$ cat src/rtl/atan_ratio_div_if.sv
// Operand/result handshake bundle for the atan ratio divider.
// The master drives the operands and out_ready; the slave (divider) returns the ratio.
interface atan_ratio_div_if #(
    parameter int DW = 16,
    parameter int QW = 8
);
    logic          in_valid;
    logic          in_ready;
    logic [DW-1:0] num_i;
    logic [DW-1:0] den_i;
    logic          out_valid;
    logic          out_ready;
    logic [QW-1:0] ratio_o;
    logic          sat_o;
    logic          dz_o;

    modport master (
        output in_valid, num_i, den_i, out_ready,
        input  in_ready, out_valid, ratio_o, sat_o, dz_o
    );

    modport slave (
        input  in_valid, num_i, den_i, out_ready,
        output in_ready, out_valid, ratio_o, sat_o, dz_o
    );
endinterface

$ cat src/rtl/atan_ratio_div.sv
// Restoring divider producing floor(num*2^QW/den) as the fractional input of the atan polynomial.
// One quotient bit per cycle; zero and num>=den denominators saturate to all ones.
module atan_ratio_div #(
    parameter int DW = 16,
    parameter int QW = 8
) (
    input  logic            clk,
    input  logic            rst,
    atan_ratio_div_if.slave bus
);
    localparam int CW = (QW > 1) ? $clog2(QW) : 1;

    localparam logic [1:0] IDLE = 2'd0;
    localparam logic [1:0] CALC = 2'd1;
    localparam logic [1:0] DONE = 2'd2;

    logic [1:0]    state_q, state_d;
    logic [DW:0]   rem_q,   rem_d;
    logic [DW-1:0] den_q,   den_d;
    logic [QW-1:0] quo_q,   quo_d;
    logic [CW-1:0] cnt_q,   cnt_d;
    logic          sat_q,   sat_d;
    logic          dz_q,    dz_d;

    logic [DW:0]   rem_shl;
    logic [DW:0]   den_ext;
    logic          step_bit;

    // The remainder stays below den, so the shifted value always fits in DW+1 bits.
    always_comb begin
        // NOTE: every variable gets a default first so no path can infer a latch.
        state_d  = state_q;
        rem_d    = rem_q;
        den_d    = den_q;
        quo_d    = quo_q;
        cnt_d    = cnt_q;
        sat_d    = sat_q;
        dz_d     = dz_q;
        rem_shl  = {rem_q[DW-1:0], 1'b0};
        den_ext  = {1'b0, den_q};
        step_bit = (rem_shl >= den_ext);

        case (state_q)
            IDLE: begin
                if (bus.in_valid) begin
                    state_d = CALC;
                    den_d   = bus.den_i;
                    if (bus.den_i == '0) begin
                        quo_d = '1;
                        dz_d  = 1'b1;
                        sat_d = 1'b0;
                        rem_d = '0;
                        cnt_d = '0;
                    end else if (bus.num_i >= bus.den_i) begin
                        quo_d = '1;
                        sat_d = 1'b1;
                        dz_d  = 1'b0;
                        rem_d = '0;
                        cnt_d = '0;
                    end else begin
                        quo_d = '0;
                        sat_d = 1'b0;
                        dz_d  = 1'b0;
                        rem_d = {1'b0, bus.num_i};
                        cnt_d = CW'(QW - 1);
                    end
                end
            end
            CALC: begin
                // Saturated results pass through CALC once untouched, giving a one-edge latency.
                if (sat_q || dz_q) begin
                    state_d = DONE;
                end else begin
                    rem_d = step_bit ? (rem_shl - den_ext) : rem_shl;
                    quo_d = (quo_q << 1) | QW'(step_bit);
                    if (cnt_q == '0) begin
                        state_d = DONE;
                    end else begin
                        cnt_d = cnt_q - CW'(1);
                    end
                end
            end
            DONE: begin
                if (bus.out_ready) begin
                    state_d = IDLE;
                end
            end
            default: begin
                state_d = IDLE;
            end
        endcase
    end

    always_ff @(posedge clk) begin
        // NOTE: sequential state uses non-blocking assignments so all flops update together.
        if (rst) begin
            state_q <= IDLE;
            rem_q   <= '0;
            den_q   <= '0;
            quo_q   <= '0;
            cnt_q   <= '0;
            sat_q   <= 1'b0;
            dz_q    <= 1'b0;
        end else begin
            state_q <= state_d;
            rem_q   <= rem_d;
            den_q   <= den_d;
            quo_q   <= quo_d;
            cnt_q   <= cnt_d;
            sat_q   <= sat_d;
            dz_q    <= dz_d;
        end
    end

    assign bus.in_ready  = (state_q == IDLE);
    assign bus.out_valid = (state_q == DONE);
    assign bus.ratio_o   = quo_q;
    assign bus.sat_o     = sat_q;
    assign bus.dz_o      = dz_q;
endmodule
$ cat src/flat_wrapper.sv
// flat-port wrapper written by rule: the top's interface ports become plain ports
module atan_ratio_div_flat 
#(
    parameter int DW = 16,
    parameter int QW = 8
)
  (clk, rst, bus_in_valid, bus_num_i, bus_den_i, bus_out_ready, bus_in_ready, bus_out_valid, bus_ratio_o, bus_sat_o, bus_dz_o);
  atan_ratio_div_if #(.DW(DW), .QW(QW)) bus_i ();
  input  logic clk;
  input  logic rst;
  input wire logic [$bits(bus_i.in_valid)-1:0] bus_in_valid;
  input wire logic [$bits(bus_i.num_i)-1:0] bus_num_i;
  input wire logic [$bits(bus_i.den_i)-1:0] bus_den_i;
  input wire logic [$bits(bus_i.out_ready)-1:0] bus_out_ready;
  output wire logic [$bits(bus_i.in_ready)-1:0] bus_in_ready;
  output wire logic [$bits(bus_i.out_valid)-1:0] bus_out_valid;
  output wire logic [$bits(bus_i.ratio_o)-1:0] bus_ratio_o;
  output wire logic [$bits(bus_i.sat_o)-1:0] bus_sat_o;
  output wire logic [$bits(bus_i.dz_o)-1:0] bus_dz_o;
  assign bus_i.in_valid = bus_in_valid;
  assign bus_i.num_i = bus_num_i;
  assign bus_i.den_i = bus_den_i;
  assign bus_i.out_ready = bus_out_ready;
  assign bus_in_ready = bus_i.in_ready;
  assign bus_out_valid = bus_i.out_valid;
  assign bus_ratio_o = bus_i.ratio_o;
  assign bus_sat_o = bus_i.sat_o;
  assign bus_dz_o = bus_i.dz_o;
  atan_ratio_div #(.DW(DW), .QW(QW)) u_core (.clk(clk), .rst(rst), .bus(bus_i));
endmodule
$ cat config.mk
export PLATFORM = sky130hd
export DESIGN_NAME = atan_ratio_div_flat
export DESIGN_NICKNAME = d
export VERILOG_FILES = /design/src/rtl/atan_ratio_div_if.sv /design/src/rtl/atan_ratio_div.sv /design/src/flat_wrapper.sv
export SDC_FILE = /design/constraint.sdc
export NUM_CORES = 1
export LEC_CHECK = 0
export CORE_MARGIN = 4
export CORE_UTILIZATION = 55
export CTS_CLUSTER_SIZE = 30
export DETAILED_ROUTE_END_ITERATION = 10
export MAX_ROUTING_LAYER = met4
export PLACE_DENSITY = 0.8
export SLEW_MARGIN = 20
export SYNTH_ARGS = -nofsm -noshare
export SYNTH_HDL_FRONTEND = slang
export SYNTH_SLANG_ARGS = --single-unit
export TNS_END_PERCENT = 5
$ cat constraint.sdc
create_clock -name clk -period 3.1 [get_ports clk]
set_input_delay 0.31 -clock clk [delete_from_list [all_inputs] [get_ports clk]]
set_output_delay 0.31 -clock clk [all_outputs]
set_load 0.02 [all_outputs]
### After elaboration in Yosys (flattened, before gate mapping)

Index checks and enable logic that the tools add are counted.

* register bits after elaboration: 47
* input bits: 36
* output and inout bits: 12
* logic and storage cells: 53

* add/sub/neg operators: 2
* order comparisons: 2
* equal/unequal tests: 7
* mux-type cells: 25
* bitwise gates (word level): 1
* reductions and logical operators: 9

Operator list (number)
* 16-bit 2-to-1 mux: 5
* 8-bit 2-to-1 mux: 4
* 16-bit one-hot mux with 2 select lines: 1
* 17-bit by 16-bit >= comparator with 1-bit output: 1
* 16-bit >= comparator: 1
* 16-bit zero test: 1
* 8-bit one-hot mux with 2 select lines: 1
* 16-bit subtractor: 1
* 3-bit 2-to-1 mux: 5
* 2-bit 2-to-1 mux: 4
* 2-bit inequality test (second input constant): 4
* 8-bit by 1-bit OR with 8-bit output: 1
* 2-bit one-hot mux with 3 select lines: 1
* 3-bit one-hot mux with 2 select lines: 1
* 3-bit AND reduction: 2
* 4-bit AND reduction: 1
* 3-bit zero test: 1
* 1-bit 2-to-1 mux: 3
* 3-bit by 1-bit inequality test with 1-bit output (second input constant): 1
* 3-bit by 1-bit subtractor with 3-bit output (second input constant): 1
* 2-bit by 1-bit == test with 1-bit output (second input constant): 1
* 2-bit == test (second input constant): 1
* 2-bit zero test: 1
* 2-bit AND reduction: 1
* other kinds (2): 2

### Longest topological paths before layout

* depth after elaboration: 5
* gate-level depth with buffers: 11
* gate-level depth less buffers: 10

### Worst setup path before layout

OpenSTA, ideal clock, no wires.

* path type: register to register
* from: register u_core.den_q[4]
* to: register u_core.rem_q[8]
* library setup time: 0.133 ns
* arrival: 2.125 ns
* required time: 2.967 ns
* setup slack: 0.842 ns
* stages on the path, launching flop included: 11
* buffers on the path: 1
* period minus slack after synthesis: 2.258 ns
* path through: dfxtp_1 inv_1 ha_1 a21o_1 a31oi_2 a21oi_2 o31ai_4 a21oi_2 buf_6 a221oi_1 a211oi_2

* longest elaborated chain between the ends: 4
* elaborated cells between the ends (all ways): 5
* classes of those cells: 1 x add/sub; 1 x order compare; 3 x mux

Ends and longest elaborated chain
* from (decl): RTL line atan_ratio_div.sv:19 `logic [DW-1:0] den_q, den_d;`
* from (signal assigned): RTL line atan_ratio_div.sv:107 `den_q <= den_d;`
* 16-bit subtractor / 17-bit by 16-bit >= comparator with 1-bit output (equally long branches): RTL line atan_ratio_div.sv:74, atan_ratio_div.sv:41
* 16-bit 2-to-1 mux *: RTL line atan_ratio_div.sv:74 `rem_d = step_bit ? (rem_shl - den_ext) : rem_shl;`
* 16-bit 2-to-1 mux *: RTL line atan_ratio_div.sv:71 `if (sat_q || dz_q) begin`
* 16-bit one-hot mux with 2 select lines *: RTL line atan_ratio_div.sv:43 `case (state_q)`
* to (signal assigned): RTL line atan_ratio_div.sv:106 `rem_q <= rem_d;`
* to (decl): RTL line atan_ratio_div.sv:18 `logic [DW:0] rem_q, rem_d;`

Mark *: on every way between the ends. The rest lies on a longest branch, timed or not. The select of a mux whose other input is x is not followed.
A chain may end at the register's enable or synchronous reset.

### Worst setup path after layout

* from: register u_core.den_q[4]
* to: register u_core.rem_q[14]

Same word-level chain as after synthesis.

==> results.sh <==
export IMPL_status="complete, no violations"
export IMPL_ctsRootBufferMaster="clkbuf_8"
export IMPL_io_pins=48
export IMPL_synthFlopType="dfxtp_1"
export IMPL_synth_top_area_share_pct=27.6
export IMPL_port_buffers=47
export IMPL_slew_viol_final=0
export IMPL_synth_nets=519
export IMPL_p_leak_nw=1.62
export IMPL_numCtsBuffers=5
export IMPL_synth_top_family_by_area="compound AO/OA/AOI/OAI gates"
export IMPL_core_area_sq_um=5960
export IMPL_drc=0
export IMPL_crit_path_top_delay_cell="a31oi_4"
export IMPL_grt_pass1_vias=3374
export IMPL_hold_class="reg -> reg"
export IMPL_ys_ff_latch=47
export IMPL_antenna_found_initial=0
export IMPL_cts_repair_resized=0
export IMPL_cts_tree="yes"
export IMPL_drt_iter0_drc=256
export IMPL_synth_seq_area_share_pct=27.6
export IMPL_worstSetupStartpointType="flop"
export IMPL_r2r_worst_path_cells=9
export IMPL_n_antenna_cell=0
export IMPL_clkTransAtPathRegs_ns=0.10
export IMPL_p_per_area_nw_per_um2=571
export IMPL_synth_compound_area_share_pct=25.1
export IMPL_maxCapViolations=0
export IMPL_drt_pass1_iter_count=7
export IMPL_critPathRequiredTime_ns=3.32
export IMPL_synth_edf_count=0
export IMPL_yosys_top_cells_area="dfxtp_1 28%, ha_1 12%, nand2_1 7.7%"
export IMPL_grt_pass1_wl_um=15700
export IMPL_hold_buffers=0
export IMPL_place_congestion=0.967
export IMPL_timing_final_crit_share_pct=86.6
export IMPL_async_reset_ff_share_pct=0
export IMPL_area_growth_pct=18.1
export IMPL_die_y_um=86.7
export IMPL_cp_cell_sequence="inv_1 > ha_1 > a21o_1 > a31oi_2 > a21oi_2 > or3_4 > a31oi_4 > a221oi_1 > a211oi_1"
export IMPL_finalSetupViolCount=0
export IMPL_clock_skew_ns=0.00575
export IMPL_relSlewSlack_pct=46.3
export IMPL_hp_start="u_core.bus.ratio_o[7]"
export IMPL_hold_end="u_core.bus.ratio_o[7]"
export IMPL_path_class="reg -> reg"
export IMPL_critPathMaxStageDelay_ns=0.45
export IMPL_ys_types=57
export IMPL_vias_per_cell=5.88
export IMPL_wl_um=9260
export IMPL_fin_util_pct=67.6
export IMPL_tightest_slew_ns=0.804
export IMPL_irDropWorstVdd_mv=0.341
export IMPL_worstPathMaxFanout=14
export IMPL_worstSetupEndpointType="flop"
export IMPL_hpwl_um=6860
export IMPL_fp_dieW_um=86.7
export IMPL_synthCells=448
export IMPL_die_area_sq_um=7520
export IMPL_post_route_min_period_ns=2.68
export IMPL_rrSetupSlack_ns=0.42
export IMPL_grt_overflow_total=0
export IMPL_cts_buffer_depth=2
export IMPL_synthesis_area_sq_um=3410
export IMPL_post_cts_buffers=0
export IMPL_yosys_area_share_simple_pct=23.1
export IMPL_clk_latency_ns=0.30
export IMPL_drtAntennaViolNets=0
export IMPL_drive_above_1_share_pct=6.11
export IMPL_fin_nets=561
export IMPL_rsz0062_at_grt="no"
export IMPL_yosysTopAreaCell="dfxtp_1"
export IMPL_track_usage_pct=26.7
export IMPL_rows=28
export IMPL_rr_startpoint="u_core.den_q[4]"
export IMPL_synth_mux_area_share_pct=0.881
export IMPL_fmax_mhz=373
export IMPL_syn_area_per_cell_sq_um=7.60
export IMPL_htree_levels=2
export IMPL_synth_adder_area_share_pct=13.1
export IMPL_holdPathStages=2
export IMPL_synthXorXnorAreaFrac_pct=2.83
export IMPL_crit_arrival_ns=2.91
export IMPL_final_setup_tns_ns=0
export IMPL_routedWlPerCell_um=16.4
export IMPL_grt_max_degree=47
export IMPL_fillCellCount=536
export IMPL_hold_viol_final=0
export IMPL_vias=3330
export IMPL_cts_sinks=47
export IMPL_yosys_warnings=0
export IMPL_initial_core_util_pct=57.2
export IMPL_r2r_end="u_core.rem_q[14]"
## per-layer routing
layer,track usage [%],up-vias,wire [um]
met3,3.61,12,582
met2,46.3,100,4570
met5,-,-,0
li1,-,1671,-
met4,5.95,0,95
met1,32.8,1547,4010
## critical path: cells and delay by family, from the launching register on
kind                     cells  cell delay [ns]
AO/OA/AOI/OAI                6             1.44
adder cells (fa/ha/maj)      1             0.38
buffers and inverters        1             0.04
flip-flops                   1             0.34
AND/OR/NAND/NOR              1             0.40
## area by class of cell
type	instances	area (sq um)	area share [%]
clock inverters	3	23.8	0.591
multi-input cells	340	2210	55.0
clock buffers	5	68.8	1.71
well taps	75	93.8	2.33
inverters	41	154	3.82
flip-flops and latches	47	941	23.4
repair buffers	55	531	13.2
## cells in the final DEF (no fill, tap or decap), types with 5 or more instances in the layout
master | netlist | routed
nor3_1 | 11 | 11
o21ai_0 | 13 | 13
dfxtp_1 | 47 | 47
nand2_1 | 70 | 70
clkdlybuf4s50_1 | 0 | 47
inv_1 | 41 | 41
nand2b_1 | 6 | 6
a221oi_1 | 13 | 13
nor2_1 | 44 | 44
a211oi_1 | 13 | 13
xnor2_1 | 9 | 9
buf_4 | 2 | 8
or3_1 | 9 | 9
a21oi_1 | 42 | 42
nor4_1 | 5 | 5
ha_1 | 34 | 34
clkbuf_8 | 0 | 5
## worst max path at each step
stage	start	end	slack [ns]	cells past startpoint
after global routing	u_core.den_q[4]	u_core.rem_q[11]	0.24	9
after global placement	bus_num_i[0]	u_core.rem_q[10]	0.24	11
after detailed placement	bus_num_i[0]	u_core.rem_q[10]	0.22	11
after CTS	u_core.den_q[4]	u_core.rem_q[14]	0.43	9
final	u_core.den_q[4]	u_core.rem_q[14]	0.42	9
after floorplan	u_core.den_q[4]	u_core.rem_q[8]	0.84	10
## registers in the layout, summed over array words and instances (netlist names)
signal and cells:
u_core.den_q 16, u_core.cnt_q 3, u_core.rem_q 16, u_core.bus.ratio_o 8
u_core.bus.sat_o 1, u_core.state_q 2, u_core.bus.dz_o 1
## per-stage QoR
step	setup WS [ns]	total power, mW	std cells	hold WS [ns]	area, sq um
after floorplan	0.842	1.61	448	0.436	3410
after CTS	0.426	2.30	566	0.462	4030
after global routing	0.242	2.47	566	0.485	4030
final	0.416	2.30	566	0.459	4030
after global placement	0.240	1.87	558	0.442	3930
after detailed placement	0.216	1.89	558	0.445	3930
## synthesized netlist by cell type, types with 4 or more instances
cell type / instances
a211oi_1: 13
a21o_1: 4
a21oi_1: 42
a221oi_1: 13
a31oi_1: 4
clkbuf_1: 15
dfxtp_1: 47
ha_1: 34
inv_1: 41
nand2_1: 70
nand2b_1: 6
nand3_1: 4
nor2_1: 44
nor2b_1: 4
nor3_1: 11
nor4_1: 5
o21ai_0: 13
o21bai_1: 4
or3_1: 9
xnor2_1: 9
## logic make-up (layout without fill, tap and decap cells)
group	Yosys count	count (layout)
xor gates and xnor gates	11	11
buffers and inverters	61	104
DFF	47	47
adders and majority gates	35	35
and+or+nand+nor	169	169
AOI/OAI and AO/OA	122	122
muxes	3	3
## power breakdown
group	switching [mW]	leakage, nW	internal (mW)
Sequential	0.0621	0.387	0.681
Clock	0.235	0.0408	0.162
Combinational	0.659	1.19	0.498
Total	0.957	1.62	1.34
No activity file was read; power rests on OpenSTA's default activity.
